## config.mk

```make
export PLATFORM = sky130hd
export DESIGN_NAME = pipeline_hazard_ctrl
export DESIGN_NICKNAME = d
export VERILOG_FILES = /design/src/rtl/pipeline_hazard_ctrl.sv
export SDC_FILE = /design/constraint.sdc
export NUM_CORES = 1
export LEC_CHECK = 0
export CAP_MARGIN = 20
export CORE_ASPECT_RATIO = 1.25
export CORE_MARGIN = 2
export CORE_UTILIZATION = 44
export DETAILED_ROUTE_END_ITERATION = 12
export HOLD_SLACK_MARGIN = 0.15
export PLACE_DENSITY = 0.74
export SYNTH_ARGS = -nofsm -noshare
export SYNTH_HDL_FRONTEND = slang
export SYNTH_SLANG_ARGS = --single-unit
```

## constraint.sdc

```tcl
create_clock -name clock -period 2.75 [get_ports clock]
set_clock_uncertainty 0.15 [all_clocks]
set_input_delay 0.275 -clock clock [delete_from_list [all_inputs] [get_ports clock]]
set_output_delay 0.275 -clock clock [all_outputs]
set_load 0.005 [all_outputs]
```

## src/rtl/pipeline_hazard_ctrl.sv

```systemverilog
// ---------------------------------------------------------------------------
// pipeline_hazard_ctrl
//   Stall/flush sequencer for the five pipeline registers of a classic
//   5-stage integer pipe (PC, IF_ID, ID_EX, EX_MEM, MEM_WB).
//   - Load-use hazards insert a single bubble into ID_EX.
//   - Taken branches squash the two younger instructions (IF_ID and ID_EX).
//   - Multi-cycle mult/div holds the front of the pipe while bubbles drain
//     out behind it.
//   - Data-memory waits freeze the whole pipe.
//   A saturating count of frozen-PC cycles and a sticky memory-timeout flag
//   are kept for debug/performance visibility.
//
// Parameters
//   MD_LATENCY   cycles a mult/div holds EX, counted from its acceptance (>=2)
//   MEM_TIMEOUT  memory-wait cycles before MEM_Timeout sets (>=1)
//   CNT_W        width of StallCount
//
// Ports
//   clock           in   rising-edge clock
//   reset           in   synchronous, active-low
//   ID_RS, ID_RT    in   [4:0] source registers of the instruction in ID
//   ID_UsesRS/RT    in   ID instruction actually reads RS / RT
//   EX_RD           in   [4:0] destination register of the instruction in EX
//   EX_MemRead      in   EX instruction is a load
//   EX_MDStart      in   EX instruction is a mult/div
//   EX_BranchTaken  in   branch/jump resolved taken in EX
//   MEM_Access      in   load/store in MEM this cycle
//   MEM_Ready       in   data memory completes the access this cycle
//   *_En            out  1 = pipeline register loads
//   *_Flush         out  1 = pipeline register loads a bubble (En is 1 too)
//   MD_Busy         out  mult/div sequencing in progress
//   MEM_Timeout     out  sticky, cleared only by reset
//   StallCount      out  [CNT_W-1:0] cycles with PC_En==0, saturating
// ---------------------------------------------------------------------------
module pipeline_hazard_ctrl #(
  parameter int MD_LATENCY  = 32,
  parameter int MEM_TIMEOUT = 255,
  parameter int CNT_W       = 16
) (
  input  logic             clock,
  input  logic             reset,
  input  logic [4:0]       ID_RS,
  input  logic [4:0]       ID_RT,
  input  logic             ID_UsesRS,
  input  logic             ID_UsesRT,
  input  logic [4:0]       EX_RD,
  input  logic             EX_MemRead,
  input  logic             EX_MDStart,
  input  logic             EX_BranchTaken,
  input  logic             MEM_Access,
  input  logic             MEM_Ready,
  output logic             PC_En,
  output logic             IF_ID_En,
  output logic             ID_EX_En,
  output logic             EX_MEM_En,
  output logic             MEM_WB_En,
  output logic             IF_ID_Flush,
  output logic             ID_EX_Flush,
  output logic             EX_MEM_Flush,
  output logic             MD_Busy,
  output logic             MEM_Timeout,
  output logic [CNT_W-1:0] StallCount
);

  localparam int MDC_W = (MD_LATENCY  > 2) ? $clog2(MD_LATENCY)    : 1;
  localparam int WC_W  = (MEM_TIMEOUT > 1) ? $clog2(MEM_TIMEOUT+1) : 1;

  localparam logic [MDC_W-1:0] MD_LOAD  = MDC_W'(MD_LATENCY - 1);
  localparam logic [WC_W-1:0]  WAIT_MAX = WC_W'(MEM_TIMEOUT);
  localparam logic [WC_W-1:0]  WAIT_ONE = WC_W'(1);
  localparam logic [MDC_W-1:0] MD_ONE   = MDC_W'(1);

  // Enable vector order: {PC, IF_ID, ID_EX, EX_MEM, MEM_WB}
  localparam logic [4:0] EN_ALL    = 5'b11111;
  localparam logic [4:0] EN_NONE   = 5'b00000;
  localparam logic [4:0] EN_MDHOLD = 5'b00011;
  localparam logic [4:0] EN_LDUSE  = 5'b00111;
  // Flush vector order: {IF_ID, ID_EX, EX_MEM}
  localparam logic [2:0] FL_NONE   = 3'b000;
  localparam logic [2:0] FL_MDHOLD = 3'b001;
  localparam logic [2:0] FL_LDUSE  = 3'b010;
  localparam logic [2:0] FL_BRANCH = 3'b110;

  typedef enum logic [1:0] {
    S_RUN      = 2'd0,
    S_MD_BUSY  = 2'd1,
    S_MEM_WAIT = 2'd2
  } state_t;

  state_t             r_state;
  state_t             w_state_nxt;
  logic [MDC_W-1:0]   r_md_cnt;
  logic [MDC_W-1:0]   w_md_cnt_nxt;
  logic [WC_W-1:0]    r_wait_cnt;
  logic [WC_W-1:0]    w_wait_cnt_nxt;
  logic               r_timeout;
  logic               w_timeout_set;
  logic [CNT_W-1:0]   r_stall_cnt;

  logic               w_memstall;
  logic               w_loaduse;
  logic               w_rs_hit;
  logic               w_rt_hit;

  // RUN-state decode, shared with the MEM_WAIT release cycle
  logic [4:0]         w_run_en;
  logic [2:0]         w_run_fl;
  state_t             w_run_next;
  logic               w_run_md_load;
  logic               w_run_wait_start;

  logic [4:0]         w_en;
  logic [2:0]         w_fl;

  assign w_memstall = MEM_Access & ~MEM_Ready;
  assign w_rs_hit   = ID_UsesRS & (ID_RS == EX_RD);
  assign w_rt_hit   = ID_UsesRT & (ID_RT == EX_RD);
  // $0 is hard-wired zero, so a load targeting it never creates a hazard.
  assign w_loaduse  = EX_MemRead & (EX_RD != 5'd0) & (w_rs_hit | w_rt_hit);

  always_comb begin
    w_run_en         = EN_ALL;
    w_run_fl         = FL_NONE;
    w_run_next       = S_RUN;
    w_run_md_load    = 1'b0;
    w_run_wait_start = 1'b0;
    if (w_memstall) begin
      w_run_en         = EN_NONE;
      w_run_next       = S_MEM_WAIT;
      w_run_wait_start = 1'b1;
    end else if (EX_MDStart) begin
      // Hold the mult/div in EX; the bubble behind it lets MEM/WB drain.
      w_run_en      = EN_MDHOLD;
      w_run_fl      = FL_MDHOLD;
      w_run_md_load = 1'b1;
      w_run_next    = S_MD_BUSY;
    end else if (EX_BranchTaken) begin
      // Branch wins over load-use: the dependent instruction is squashed anyway.
      w_run_fl = FL_BRANCH;
    end else if (w_loaduse) begin
      w_run_en = EN_LDUSE;
      w_run_fl = FL_LDUSE;
    end
  end

  always_comb begin
    w_en           = EN_NONE;
    w_fl           = FL_NONE;
    w_state_nxt    = r_state;
    w_md_cnt_nxt   = r_md_cnt;
    w_wait_cnt_nxt = r_wait_cnt;
    w_timeout_set  = 1'b0;

    case (r_state)
      S_RUN: begin
        w_en        = w_run_en;
        w_fl        = w_run_fl;
        w_state_nxt = w_run_next;
        if (w_run_md_load)    w_md_cnt_nxt   = MD_LOAD;
        if (w_run_wait_start) w_wait_cnt_nxt = WAIT_ONE;
      end

      S_MD_BUSY: begin
        // The mult/div unit keeps counting even while memory stalls.
        if (r_md_cnt != '0) begin
          w_md_cnt_nxt = r_md_cnt - MD_ONE;
          if (!w_memstall) begin
            w_en = EN_MDHOLD;
            w_fl = FL_MDHOLD;
          end
        end else if (!w_memstall) begin
          w_en        = EN_ALL;
          w_state_nxt = S_RUN;
        end
      end

      S_MEM_WAIT: begin
        if (MEM_Ready) begin
          // memstall is necessarily 0 here, so RUN decode resumes directly.
          w_en           = w_run_en;
          w_fl           = w_run_fl;
          w_state_nxt    = w_run_next;
          w_wait_cnt_nxt = '0;
          if (w_run_md_load) w_md_cnt_nxt = MD_LOAD;
        end else if (r_wait_cnt == WAIT_MAX) begin
          w_timeout_set = 1'b1;
        end else begin
          w_wait_cnt_nxt = r_wait_cnt + WAIT_ONE;
        end
      end

      default: begin
        w_state_nxt = S_RUN;
      end
    endcase

    if (!reset) begin
      w_en = EN_NONE;
      w_fl = FL_NONE;
    end
  end

  always_ff @(posedge clock) begin
    if (!reset) begin
      r_state     <= S_RUN;
      r_md_cnt    <= '0;
      r_wait_cnt  <= '0;
      r_timeout   <= 1'b0;
      r_stall_cnt <= '0;
    end else begin
      r_state    <= w_state_nxt;
      r_md_cnt   <= w_md_cnt_nxt;
      r_wait_cnt <= w_wait_cnt_nxt;
      if (w_timeout_set) r_timeout <= 1'b1;
      if (!w_en[4] && (r_stall_cnt != {CNT_W{1'b1}}))
        r_stall_cnt <= r_stall_cnt + {{(CNT_W-1){1'b0}}, 1'b1};
    end
  end

  assign PC_En        = w_en[4];
  assign IF_ID_En     = w_en[3];
  assign ID_EX_En     = w_en[2];
  assign EX_MEM_En    = w_en[1];
  assign MEM_WB_En    = w_en[0];
  assign IF_ID_Flush  = w_fl[2];
  assign ID_EX_Flush  = w_fl[1];
  assign EX_MEM_Flush = w_fl[0];
  assign MD_Busy      = reset & (r_state == S_MD_BUSY);
  assign MEM_Timeout  = r_timeout;
  assign StallCount   = r_stall_cnt;

endmodule

```

==> results of run 1 <==
==> placed cells by master, fill, tap and decap left out, types with 7 or more instances in the layout <==
master	instances
nand3_1	10
nor2_1	14
o31ai_1	12
nand2_1	12
xor2_1	14
or4_1	14
clkdlybuf4s50_1	42
a21oi_1	18
buf_4	15
dfxtp_1	32
clkbuf_8	7
==> layer usage <==
layer  share of wire [%]  up-vias  GRT usage (%)
met2                  47       56           35.2
met5                   0        -              0
met4                 1.6        0           8.70
met3                 9.2        9           6.45
li1                    -      920              -
met1                  42      834           23.4
==> sequential cells by signal, summed over array words and instances, names as in the netlist <==
register / cells
StallCount: 16
r_wait_cnt: 8
r_md_cnt: 5
r_state: 2
MEM_Timeout: 1
==> worst max-delay path: cells and delay by family <==
kind | cells | cell delay (ps)
XOR/XNOR | 1 | 140
buffers and inverters | 3 | 730
AO/OA/AOI/OAI | 3 | 760
AND/OR/NAND/NOR | 2 | 800
==> through the flow <==
step | setup slack, ps | instances | setup TNS, ps | cell area (sq um)
floorplan | 334 | 217 | 0 | 1800
global placement | -106 | 321 | -1310 | 2410
detailed placement | -148 | 321 | -1750 | 2410
CTS | 15.4 | 330 | 0 | 2550
global route | 11.7 | 331 | 0 | 2570
finish | 106 | 331 | 0 | 2570
==> worst paths after layout <==
check | startpoint | end | slack, ps
worst min-delay path | MEM_Timeout | MEM_Timeout | 330
worst max register to register | r_state[1] | StallCount[15] | 230
worst min register to register | MEM_Timeout | MEM_Timeout | 330
worst max-delay path | ID_RS[3] | StallCount[15] | 110
==> power by group through the flow <==
stage,clock network [uW],registers (uW),logic [uW]
CTS,506,505,226
finish,492,506,226
detailed placement,0,515,219
floorplan,0,507,115
global route,523,509,251
global placement,0,514,216
==> area by class of cell <==
type / count / area (sq um)
Clock buffer: 7 / 96.3
Tap cell: 56 / 70.1
Clock inverter: 1 / 30.0
Sequential cell: 32 / 641
Inverter: 7 / 26.3
Multi-Input combinational cell: 163 / 1080
Timing Repair Buffer: 65 / 633
Fill cell: 376 / 1430
==> cells by family (layout without fill, tap and decap cells) <==
kind of cell	after synthesis	in the layout	share of synthesized area, %
AO/OA/AOI/OAI	51	51	18.3
XOR/XNOR	18	18	8.77
adder cells (fa/ha/maj)	4	4	2.78
buffers and inverters	22	80	5.22
flip-flops	32	32	35.6
AND/OR/NAND/NOR	90	90	29.3
==> timing repair <==
item / in CTS / in global routing
pin swaps: 0 / 4
gates resized for setup: 7 / 7
setup buffers: 1 / 1
endpoints found under the setup margin: 3 / 7
==> results.sh, run 1 <==
export IMPL_drtAntennaViolNets=0
export IMPL_synth_seq_cells=32
export IMPL_max_slew_margin_pct=67.2
export IMPL_reg2reg_depth=9
export IMPL_grt_total_usage_pct=20.6
export IMPL_worst_slew_pin_slew_ps=489
export IMPL_dr_pass1_iters=6
export IMPL_power_density_nw_per_um2=476
export IMPL_root_buffer="clkbuf_8"
export IMPL_grt_pass1_wl_um=7320
export IMPL_power_frac_comb_pct=18.5
export IMPL_min_period_ps=2640
export IMPL_p_leak_uw=0.000977
export IMPL_irDropWorstVdd_v=0.000387
export IMPL_drt_iter0_drc=48
export IMPL_end_kind="flip-flop"
export IMPL_rows=26
export IMPL_drv_slew=0
export IMPL_hold_buffers=0
export IMPL_seq_power_share_pct=41.3
export IMPL_syn_avg_cell_area_sq_um=8.29
export IMPL_vias=1819
export IMPL_clk_pin_slew_worst_paths_ps=70
export IMPL_hold_ws_ps=334
export IMPL_fmax_mhz=378
export IMPL_whs_path_depth=2
export IMPL_path_class="input port to flip-flop"
export IMPL_cts_htree_levels=2
export IMPL_switching_share_pct=24.0
export IMPL_critPathMaxFanout=26
export IMPL_synthArstFlopShare_pct=0
export IMPL_status="complete, no violations"
export IMPL_grt_ovfl_total=0
export IMPL_grt_max_degree=29
export IMPL_wirelength_um=4430
export IMPL_cp_slowest_cell="or4_1"
export IMPL_synth_area_leaders="dfxtp_1 36%, xor2_1 6.8%, or4_1 5.8%"
export IMPL_drive_above_1_share_pct=12.0
export IMPL_synth_top_area_share_pct=35.6
export IMPL_diodes=0
export IMPL_synth_warnings=0
export IMPL_syn_to_final_growth_pct=43.1
export IMPL_finalPower_uw=1220
export IMPL_drc_errors=0
export IMPL_final_nets=302
export IMPL_wire_per_inst_um=13.4
export IMPL_synth_edf_count=0
export IMPL_switchingPower_uw=294
export IMPL_synth_largest_area_cell="dfxtp_1"
export IMPL_clk_insertion_delay_late_ps=280
export IMPL_hold_viol_final=0
export IMPL_ys_flop_type="dfxtp_1"
export IMPL_yosysMostFrequentCell="dfxtp_1"
export IMPL_clk_path_buf_depth=2
export IMPL_internal_power_uw=930
export IMPL_die_area_sq_um=4620
export IMPL_ys_seq_area_share_pct=35.6
export IMPL_cts_tree="done"
export IMPL_io_buffers=49
export IMPL_antenna_found_initial=0
export IMPL_path_cells="clkdlybuf4s50_1, xor2_1, nor4_1, a32oi_1, o41a_1, buf_4, buf_12, or4_1, a21oi_2"
export IMPL_rsz0062_at_grt="false"
export IMPL_critPathLaunchType="input port"
export IMPL_synth_common_cells="32 x dfxtp_1, 19 x a21oi_1, 14 x nor2_1, 14 x or4_1, 14 x xor2_1"
export IMPL_pwr_share_clk_pct=40.2
export IMPL_min_period_over_period_pct=96.1
export IMPL_numClockSinks=32
export IMPL_gp_congestion=0.803
export IMPL_core_area_sq_um=4000
export IMPL_holdCritPathClass="flip-flop to flip-flop"
export IMPL_grt_pass1_vias=1710
export IMPL_crit_arrival_ps=2720
export IMPL_setup_viol=0
export IMPL_vias_per_cell=5.50
export IMPL_ys_types=48
export IMPL_chipHeight_um=75.5
export IMPL_netlist_area_sq_um=1800
export IMPL_die_x_um=61.2
export IMPL_maxCapViolCount=0
export IMPL_dp_hpwl_um=3180
export IMPL_syn_nets=245
export IMPL_cp_data_required_time_ps=2830
export IMPL_cts_made_buffers=5
export IMPL_postLayoutCoreUtil_pct=64.3
export IMPL_start_util_pct=44.9
export IMPL_pin_count=50
export IMPL_synth_cells=217
export IMPL_slowest_delay_ps=530
No activity file was read; power rests on OpenSTA's default activity.
==> run 2: changes to the inputs <==
--- a/config.mk
+++ b/config.mk
@@ -5,13 +5,13 @@
 export SDC_FILE = /design/constraint.sdc
 export NUM_CORES = 1
 export LEC_CHECK = 0
-export CAP_MARGIN = 20
 export CORE_ASPECT_RATIO = 1.25
 export CORE_MARGIN = 2
 export CORE_UTILIZATION = 44
 export DETAILED_ROUTE_END_ITERATION = 12
 export HOLD_SLACK_MARGIN = 0.15
 export PLACE_DENSITY = 0.74
+export SKIP_LAST_GASP = 1
 export SYNTH_ARGS = -nofsm -noshare
 export SYNTH_HDL_FRONTEND = slang
 export SYNTH_SLANG_ARGS = --single-unit
==> results of run 2 <==
Same layout as run 1: the final DEF is identical, and so are final timing and power.
==> run 3: changes to the inputs <==
--- a/config.mk
+++ b/config.mk
@@ -10,7 +10,7 @@
 export CORE_UTILIZATION = 44
 export DETAILED_ROUTE_END_ITERATION = 12
 export HOLD_SLACK_MARGIN = 0.15
-export PLACE_DENSITY = 0.74
+export PLACE_DENSITY_LB_ADDON = 0.3
 export SKIP_LAST_GASP = 1
 export SYNTH_ARGS = -nofsm -noshare
 export SYNTH_HDL_FRONTEND = slang
==> results.sh, run 3 (same netlist as run 1, synthesis figures left out) <==
export IMPL_status="complete, no violations"
export IMPL_crit_arrival_ps=2700
export IMPL_clk_path_buf_depth=2
export IMPL_wirelength_um=4290
export IMPL_root_buffer="clkbuf_8"
export IMPL_grt_pass1_vias=1658
export IMPL_finalInstanceArea_sq_um=2560
export IMPL_cp_data_required_time_ps=2810
export IMPL_final_nets=303
export IMPL_final_common_cell="clkdlybuf4s50_1"
export IMPL_start_util_pct=44.9
export IMPL_wire_per_inst_um=12.9
export IMPL_grt_max_degree=24
export IMPL_rsz0062_at_grt="true"
export IMPL_numClockSinks=32
export IMPL_path_class="input port to flip-flop"
export IMPL_drv_slew=0
export IMPL_die_area_sq_um=4620
export IMPL_fmax_mhz=379
export IMPL_pin_count=50
export IMPL_cts_htree_levels=2
export IMPL_min_period_ps=2640
export IMPL_tns_ps=0
export IMPL_placed_area_sq_um=2400
export IMPL_irDropWorstVdd_v=0.000500
export IMPL_setup_viol=0
export IMPL_critPathLaunchType="input port"
export IMPL_diodes=0
export IMPL_mostFrequentLayoutCells="45 x clkdlybuf4s50_1, 32 x dfxtp_1, 19 x a21oi_1, 17 x buf_4"
export IMPL_drc_errors=0
export IMPL_vias_per_cell=5.38
export IMPL_end_kind="flip-flop"
export IMPL_antenna_found_initial=0
export IMPL_holdCritPathClass="flip-flop to flip-flop"
export IMPL_p_leak_uw=0.000941
export IMPL_gp_congestion=0.760
export IMPL_drtAntennaViolNets=0
export IMPL_critPathMaxFanout=13
export IMPL_io_buffers=49
export IMPL_dp_hpwl_um=3140
export IMPL_grt_pass1_wl_um=7190
export IMPL_postLayoutCoreUtil_pct=63.9
export IMPL_largest_reg_flops=16
export IMPL_min_period_over_period_pct=96.0
export IMPL_maxCapViolCount=0
export IMPL_dr_pass1_iters=4
export IMPL_worst_slack_ps=110
export IMPL_grt_total_usage_pct=20.4
export IMPL_vias=1787
export IMPL_chipHeight_um=75.5
export IMPL_syn_to_final_growth_pct=42.2
export IMPL_max_slew_margin_pct=69.5
export IMPL_worst_slew_pin_slew_ps=454
export IMPL_grt_ovfl_total=0
export IMPL_die_x_um=61.2
export IMPL_cts_made_buffers=5
export IMPL_power_density_nw_per_um2=477
export IMPL_drt_iter0_drc=55
export IMPL_hold_viol_final=0
export IMPL_fillCellCount=355
export IMPL_drive_above_1_share_pct=11.6
export IMPL_clk_pin_slew_worst_paths_ps=70
export IMPL_clk_insertion_delay_late_ps=280
export IMPL_rows=26
export IMPL_core_area_sq_um=4000
export IMPL_pre_cts_slack_ps=-180
export IMPL_cts_tree="done"
==> run 3: cell count changes in the layout (fill, tap and decap cells not counted), sizes merged <==
cell / before / now
clkdlybuf4s50: 42 / 45
buf: 16 / 17
dlymetal6s2s: 5 / 1
dlygate4sd2: 2 / 3
==> run 3: timing repair <==
item                                    4_1_cts  5_1_grt
endpoints found under the hold margin         0        0
endpoints found under the setup margin        3       14
hold buffers                                  0        0
pin swaps                                     0        2
setup buffers                                 1        1
resized for setup                             8        2
gates cloned                                  0        0
==> run 3: layout make-up <==
type                       count  area [sq um]  share of cell area, %
timing repair buffer          66           617                   24.1
inverter                       7          26.3                   1.03
multi-input combinational    163          1080                   42.1
tap                           56          70.1                   2.74
clock inverter                 1          30.0                   1.17
sequential                    32           641                   25.0
clock buffer                   7          96.3                   3.77
==> run 3: worst paths after layout <==
kind,start,depth (start not counted),to,slack [ps]
worst max-delay path,EX_RD[3],9,StallCount[10],110
worst max register to register,r_md_cnt[0],9,StallCount[10],260
worst min register to register,MEM_Timeout,2,MEM_Timeout,330
worst min-delay path,MEM_Timeout,2,MEM_Timeout,330
==> run 3: metal layers <==
| layer | track usage, % | wire length (um) | vias up |
|---|---|---|---|
| met1 | 23.8 | 1840 | 807 |
| met4 | 7.97 | 69 | 0 |
| li1 | - | - | 916 |
| met3 | 6.11 | 360 | 6 |
| met2 | 34.5 | 2030 | 58 |
| met5 | 0 | 0 | - |
==> run 3: critical path, stage by stage <==
cell             delay (ps)
clkdlybuf4s50_1         430
xor2_1                  180
nor4_1                  280
a32oi_1                 160
o41a_1                  380
buf_4                   160
buf_4                   170
or4_1                   510
a21oi_1                 150
==> run 3: per-stage QoR <==
step                total power (uW)  cells  hold slack, ps
floorplan                        622    217             315
global placement                 724    322             310
detailed placement               728    322             319
CTS                             1230    331             335
global route                    1280    332             352
finish                          1220    332             328
==> run 3: power breakdown <==
group / internal (uW) / switching (uW) / total (uW)
clock: 320 / 175 / 495
combinational: 122 / 97.0 / 219
sequential: 484 / 22.1 / 506
total: 926 / 295 / 1220
==> edit 1: new RTL, settings of run 2 <==
Put one more register stage on the output `MEM_Timeout`, without a reset. The value now appears one clock later. The other outputs are not delayed to match. Comments in the files are not updated.
--- a/src/rtl/pipeline_hazard_ctrl.sv
+++ b/src/rtl/pipeline_hazard_ctrl.sv
@@ -228,3 +228,5 @@
   assign MD_Busy      = reset & (r_state == S_MD_BUSY);
-  assign MEM_Timeout  = r_timeout;
+  always_ff @(posedge clock) begin
+    MEM_Timeout <= r_timeout;
+  end
   assign StallCount   = r_stall_cnt;
Check against the original RTL: same outputs for any inputs over 10 cycles, from zero or initial values and one cycle with reset low; that may be too few to reach the edited logic, so the function may still have changed.
==> edit 1 against run 2 <==
Wire length decreased by 5.8%; count of clock-buffer cells in the layout unchanged; maximum frequency grew 6.2%; final area fell by 2.3%; non-clock buffer count fell by 10; total power shrank 7.2%; area after synthesis is 2.2% higher; worst setup slack better by 150 ps; sequential cell count up 1; critical path depth decreased by 2; sequential power increased by 4%; critical path type is now reg -> out; largest power group unchanged.
==> edit 1: results (changes against run 2) <==
- Deepest clock path buffer count: 2 (unchanged)
- Antenna violations before repair: 0 (unchanged)
- Tot GR Track Use: 19.8% (was 20.6%)
- Vias per inst: 5.18 (was 5.50)
- Outcome: finished, final reports clean (unchanged)
- Post-synthesis sequential area ratio: 35.9% (was 35.6%)
- Relative slew slack: 60.8% (was 67.2%)
- Post-CTS Setup Inserts: 0 (was 1)
- Largest net degree at the start of global routing: 22 (was 29)
- CP Max Fanout: 4 (was 26)
- Root Buffer: clkbuf_8 (unchanged)
- CP max stage cell: clkdlybuf4s50_1 (was or4_1)
- Sequential Area: 661 sq um (was 641 sq um)
- First-pass GRT wire length: 7120 microns (was 7320 microns)
- Clock transition at path regs: 70 ps (about the same)
- Reg2reg start: r_md_cnt[0] (was r_state[1])
- Main synth FF type: dfxtp_1 (unchanged)
- CTS Buf Count: 5 (unchanged)
- Synth top area cells: dfxtp_1 36%, xnor2_1 9.1%, nor2_1 5.5% (was dfxtp_1 36%, xor2_1 6.8%, or4_1 5.8%)
- WL per Instance: 12.7 microns (was 13.4 microns)
- Cell count of the worst hold path: 0 (was 2)
- Filler cells: 358 (was 376)
- Share of cells above drive strength 1: 9.16% (was 12.0%)
- R2R Path End: StallCount[9] (was StallCount[15])
- Maximum VDD drop: 0.000251 V (was 0.000387 V)
- Post-DP HPWL: 3180 microns (about the same)
- Yosys warning total: 0 (unchanged)
- Hold Path Class: reg -> reg (unchanged)
- Max FFs per register: 16 (unchanged)
- IO Port Bufs: 49 (unchanged)
- Post-synth top cells: 33 x dfxtp_1, 27 x nor2_1, 25 x nand2_1 (was 32 x dfxtp_1, 19 x a21oi_1, 14 x nor2_1, 14 x or4_1, 14 x xor2_1)
- CP max stage delay: ~520 ps
- Syn nets: 246 (was 245)
- Htree depth: 2 (unchanged)
- Hold path start: r_timeout (was MEM_Timeout)
- Top Family by Delay on Critical Path: buffers and inverters (was simple AND/OR/NAND/NOR gates)
- Post-Place Setup Slack: 114 ps (was -148 ps)
- R2R Setup Slk: 310 ps (was 230 ps)
- Synth unique cells: 43 (was 48)
- Arr. time, crit path: 2060 ps (was 2720 ps)
- Worst reg2reg path depth: 10 (was 9)
- Diodes inserted: 0 (unchanged)
- Post-layout net count: 300 (was 302)
- Iter 0 DRT Violations: 96 (was 48)
- Hold Crit Endpoint: MEM_Timeout (unchanged)
- Clk_lat worst skew: just under 300 ps
- DR pass1 iterations: 4 (was 6)
- Asr flop ratio synth: 0% (unchanged)
- Vias in the first global route: 1,627 (was 1,710)
- Routability cong.: 0.852 (was 0.803)
- LEAKAGE: 0.000968 uW (was 0.000977 uW)
- Area growth syn-to-layout: 36.8% (was 43.1%)
-- edit 1: cell types whose count changed in the layout (fill, tap and decap cells not counted), sizes merged, moves of 4 or more --
cell / delta
buf: -10
o31ai: -12
a211oi: +4
xnor2: +15
nor3: +4
nand2: +13
nor2: +13
xor2: -11
a21oi: -6
mux2i: +5
or4: -14
clkdlybuf4s50: +5
nand2b: +6
-- edit 1: kinds of logic (layout without fill, tap and decap cells) --
group                    Yosys count  in the layout  synth area share [%]
AND/OR/NAND/NOR                  105            105                  31.6
AO/OA/AOI/OAI                     35             35                  12.6
flip-flops                        33             33                  35.9
XOR/XNOR                          22             22                  10.5
buffers and inverters             14             69                  3.95
multiplexers                       5              5                  2.72
adder cells (fa/ha/maj)            4              4                  2.72
-- edit 1: per-stage QoR --
step	area (sq um)	hold slack, ps	power [uW]	util [%]	cells
final	2510	211	1140	61.8	329
after global routing	2510	219	1200	61.8	329
after CTS	2500	210	1150	61.6	329
after detailed placement	2390	198	739	58.9	321
after global placement	2390	202	737	58.9	321
after floorplan	1840	181	646	-	218
-- edit 1: worst max path at each step --
stage / startpoint / endpoint / slack (ps) / depth (start not counted)
floorplan: r_md_cnt[0] / StallCount[8] / 530 / 10
global placement: EX_RD[0] / StallCount[9] / 170 / 9
detailed placement: EX_RD[4] / StallCount[13] / 110 / 9
CTS: r_md_cnt[0] / IF_ID_En / 70 / 7
global route: r_md_cnt[0] / EX_MEM_Flush / 90 / 7
finish: r_md_cnt[0] / ID_EX_En / 260 / 7
-- edit 1: layout make-up --
type / instances / area share, %
flip-flops and latches: 33 / 26.3
inverters: 6 / 0.896
repair buffers: 55 / 21.5
multi-input cells: 171 / 44.5
clock buffers: 7 / 3.83
well taps: 56 / 2.79
clock inverters: 1 / 0.199
-- edit 1: routing by layer --
| layer | up-vias | global-route usage (%) | share of wire (%) |
|---|---|---|---|
| li1 | 873 | - | - |
| met1 | 773 | 23.1 | 44 |
| met2 | 45 | 32.1 | 49 |
| met3 | 13 | 5.94 | 4.1 |
| met4 | 0 | 9.15 | 2.9 |
| met5 | - | 0 | 0 |
-- edit 1: worst register-to-register path, stage by stage (launching register included) --
cell and delay [ps]:
dfxtp_1 380, inv_1 80, ha_1 200, nor4b_4 140, and3_4 200, a21oi_2 150
a41oi_2 150, buf_4 210, nor3_4 370, a21oi_1 130, a31o_1 190
-- edit 1: where the power goes --
| part | internal, uW | total, uW | switching [uW] |
|---|---|---|---|
| combinational | 119 | 212 | 92.7 |
| sequential | 498 | 524 | 25.9 |
| clock | 226 | 400 | 174 |
| total | 844 | 1140 | 292 |
-- edit 1: what timing repair did --
| action | CTS | global route |
|---|---|---|
| hold buffers | 0 | 0 |
| endpoints found under the setup margin | 2 | 2 |
| gates cloned | 0 | 0 |
| resized for setup | 1 | 3 |
==> edit 2: new RTL, flow settings as in run 2 <==
Made on the original files. Change the parameter `CNT_W` from 16 to 24.
--- a/src/rtl/pipeline_hazard_ctrl.sv
+++ b/src/rtl/pipeline_hazard_ctrl.sv
@@ -37,3 +37,3 @@
   parameter int MEM_TIMEOUT = 255,
-  parameter int CNT_W       = 16
+  parameter int CNT_W       = 24
 ) (
Interface: changed (resized StallCount); port bits go from 50 to 58. No check against the original RTL was run, so the function may have changed too.
==> edit 2 against run 2 <==
Final area rose by 23%; largest cell class unchanged; worst setup slack got worse by 7.9 ps; die area rose by 27%; maximum frequency fell by 0.30%; total power rose by 8.7%; wire length rose by 27%; area after synthesis rose by 29%; sequential share of layout area rose by 0.39 points; sequential cell count rose by 8; largest power group unchanged; first-iteration DRC count rose to 3.6 times the old value; via count rose by 27%.
==> edit 2: results (changes against run 2) <==
- Filler cells: 496 (was 376)
- Synth top area cells: dfxtp_1 34%, or3_2 5.8%, o21ai_0 5.6% (was dfxtp_1 36%, xor2_1 6.8%, or4_1 5.8%)
- Post-layout net count: 385 (was 302)
- Post-DP HPWL: 4240 microns (was 3180 microns)
- First-pass GRT wire length: 9670 microns (was 7320 microns)
- Post-Synthesis Cells: 286 (was 217)
- M1 GR Usage: 22.4% (was 23.4%)
- CP max stage cell: or4_4 (was or4_1)
- Final Non-Filler Cells: 420 (was 331)
- Arr. time, crit path: 2230 ps (was 2720 ps)
- Hold path start: MEM_Timeout (unchanged)
- Cells after DPL: 409 (was 321)
- Vias per inst: 5.48 (was 5.50)
- Vias in the first global route: 2,203 (was 1,710)
- Drt total wl: 5650 microns (was 4430 microns)
- Tot GR Track Use: 19.7% (was 20.6%)
- Slew @ Worst Pin: 670 ps (was 489 ps)
- Met2 usage: 36.2% (was 35.2%)
- IO Port Bufs: 57 (was 49)
- CP max stage delay: 510 ps (was 530 ps)
- GR met3 Demand/Resource: 4.39% (was 6.45%)
- LEAKAGE: 0.00110 uW (was 0.000977 uW)
- Routability cong.: 0.861 (was 0.803)
- Hold Path Class: reg -> reg (unchanged)
- CP Max Fanout: 3 (was 26)
- Asr flop ratio synth: 0% (unchanged)
- Worst Setup SP: EX_RD[2] (was ID_RS[3])
- DR WL met3: 230 microns (was 409 microns)
- Placement Cell Area: 3030 sq um (was 2410 sq um)
- Syn nets: 314 (was 245)
- Post-synth top cells: 40 x dfxtp_1, 26 x o21ai_0, 25 x a21oi_1 (was 32 x dfxtp_1, 19 x a21oi_1, 14 x nor2_1, 14 x or4_1, 14 x xor2_1)
- Yosys warning total: 0 (unchanged)
- Share of cells above drive strength 1: 15.6% (was 12.0%)
- Max FFs per register: 24 (was 16)
- Outcome: finished, final reports clean (unchanged)
- Htree depth: 2 (unchanged)
- Clk_lat worst skew: about 290 ps
- Synth unique cells: 53 (was 48)
- Top Family by Delay on Critical Path: buffers and inverters (was simple AND/OR/NAND/NOR gates)
- DR WL met2: 2980 microns (was 2080 microns)
- Deepest clock path buffer count: 2 (unchanged)
- Iter 0 DRT Violations: 175 (was 48)
- Post-synthesis sequential area ratio: 34.4% (was 35.6%)
- M1 WL: 2330 microns (was 1870 microns)
- Reg2reg start: r_md_cnt[0] (was r_state[1])
- Maximum VDD drop: 0.000272 V (was 0.000387 V)
- Largest net degree at the start of global routing: 30 (was 29)
==> edit 2: what timing repair did <==
action                                  in CTS  in global routing
pin swaps                                    1                  2
endpoints found under the setup margin       3                  3
gates resized for setup                      3                  2
cloned                                       0                  0
endpoints found under the hold margin        0                  0
buffers inserted                             1                  2
==> edit 2: per-stage QoR <==
stage	setup slack, ps	hold WS, ps	util, %
2_1_floorplan	497	263	-
3_3_place_gp	-32.1	301	59.7
3_5_place_dp	-70.4	316	59.7
4_1_cts	43.2	334	61.9
5_1_grt	29.4	374	62.4
6_report	98.3	328	62.4
==> edit 2: where the power goes <==
part	switching, uW	leakage (uW)	total (uW)	internal (uW)
Combinational	106	0.000722	238	131
Sequential	23.4	0.000325	624	601
Clock	200	0.0000552	469	269
==> edit 2: cells by family after synthesis <==
kind of cell | share of synthesized area (%)
and+or+nand+nor | 32.6
AOI/OAI and AO/OA | 17.7
DFF | 34.4
buffers and inverters | 4.20
xor gates and xnor gates | 6.40
muxes | 2.58
adders and majority gates | 2.15
==> edit 2: area by class of cell <==
| class | count | area, sq um | area share [%] |
|---|---|---|---|
| Tap cell | 62 | 77.6 | 2.45 |
| Multi-Input combinational cell | 227 | 1430 | 45.3 |
| Inverter | 8 | 30.0 | 0.948 |
| Clock buffer | 6 | 72.6 | 2.29 |
| Timing Repair Buffer | 75 | 718 | 22.7 |
| Sequential cell | 40 | 801 | 25.3 |
| Clock inverter | 2 | 35.0 | 1.11 |
==> edit 2: final timing paths <==
path / to / slack, ps / depth (start not counted)
setup reg to reg: StallCount[13] / 280 / 10
setup / recovery: ID_EX_Flush / 100 / 6
hold / removal: MEM_Timeout / 330 / 2
hold reg to reg: MEM_Timeout / 330 / 2
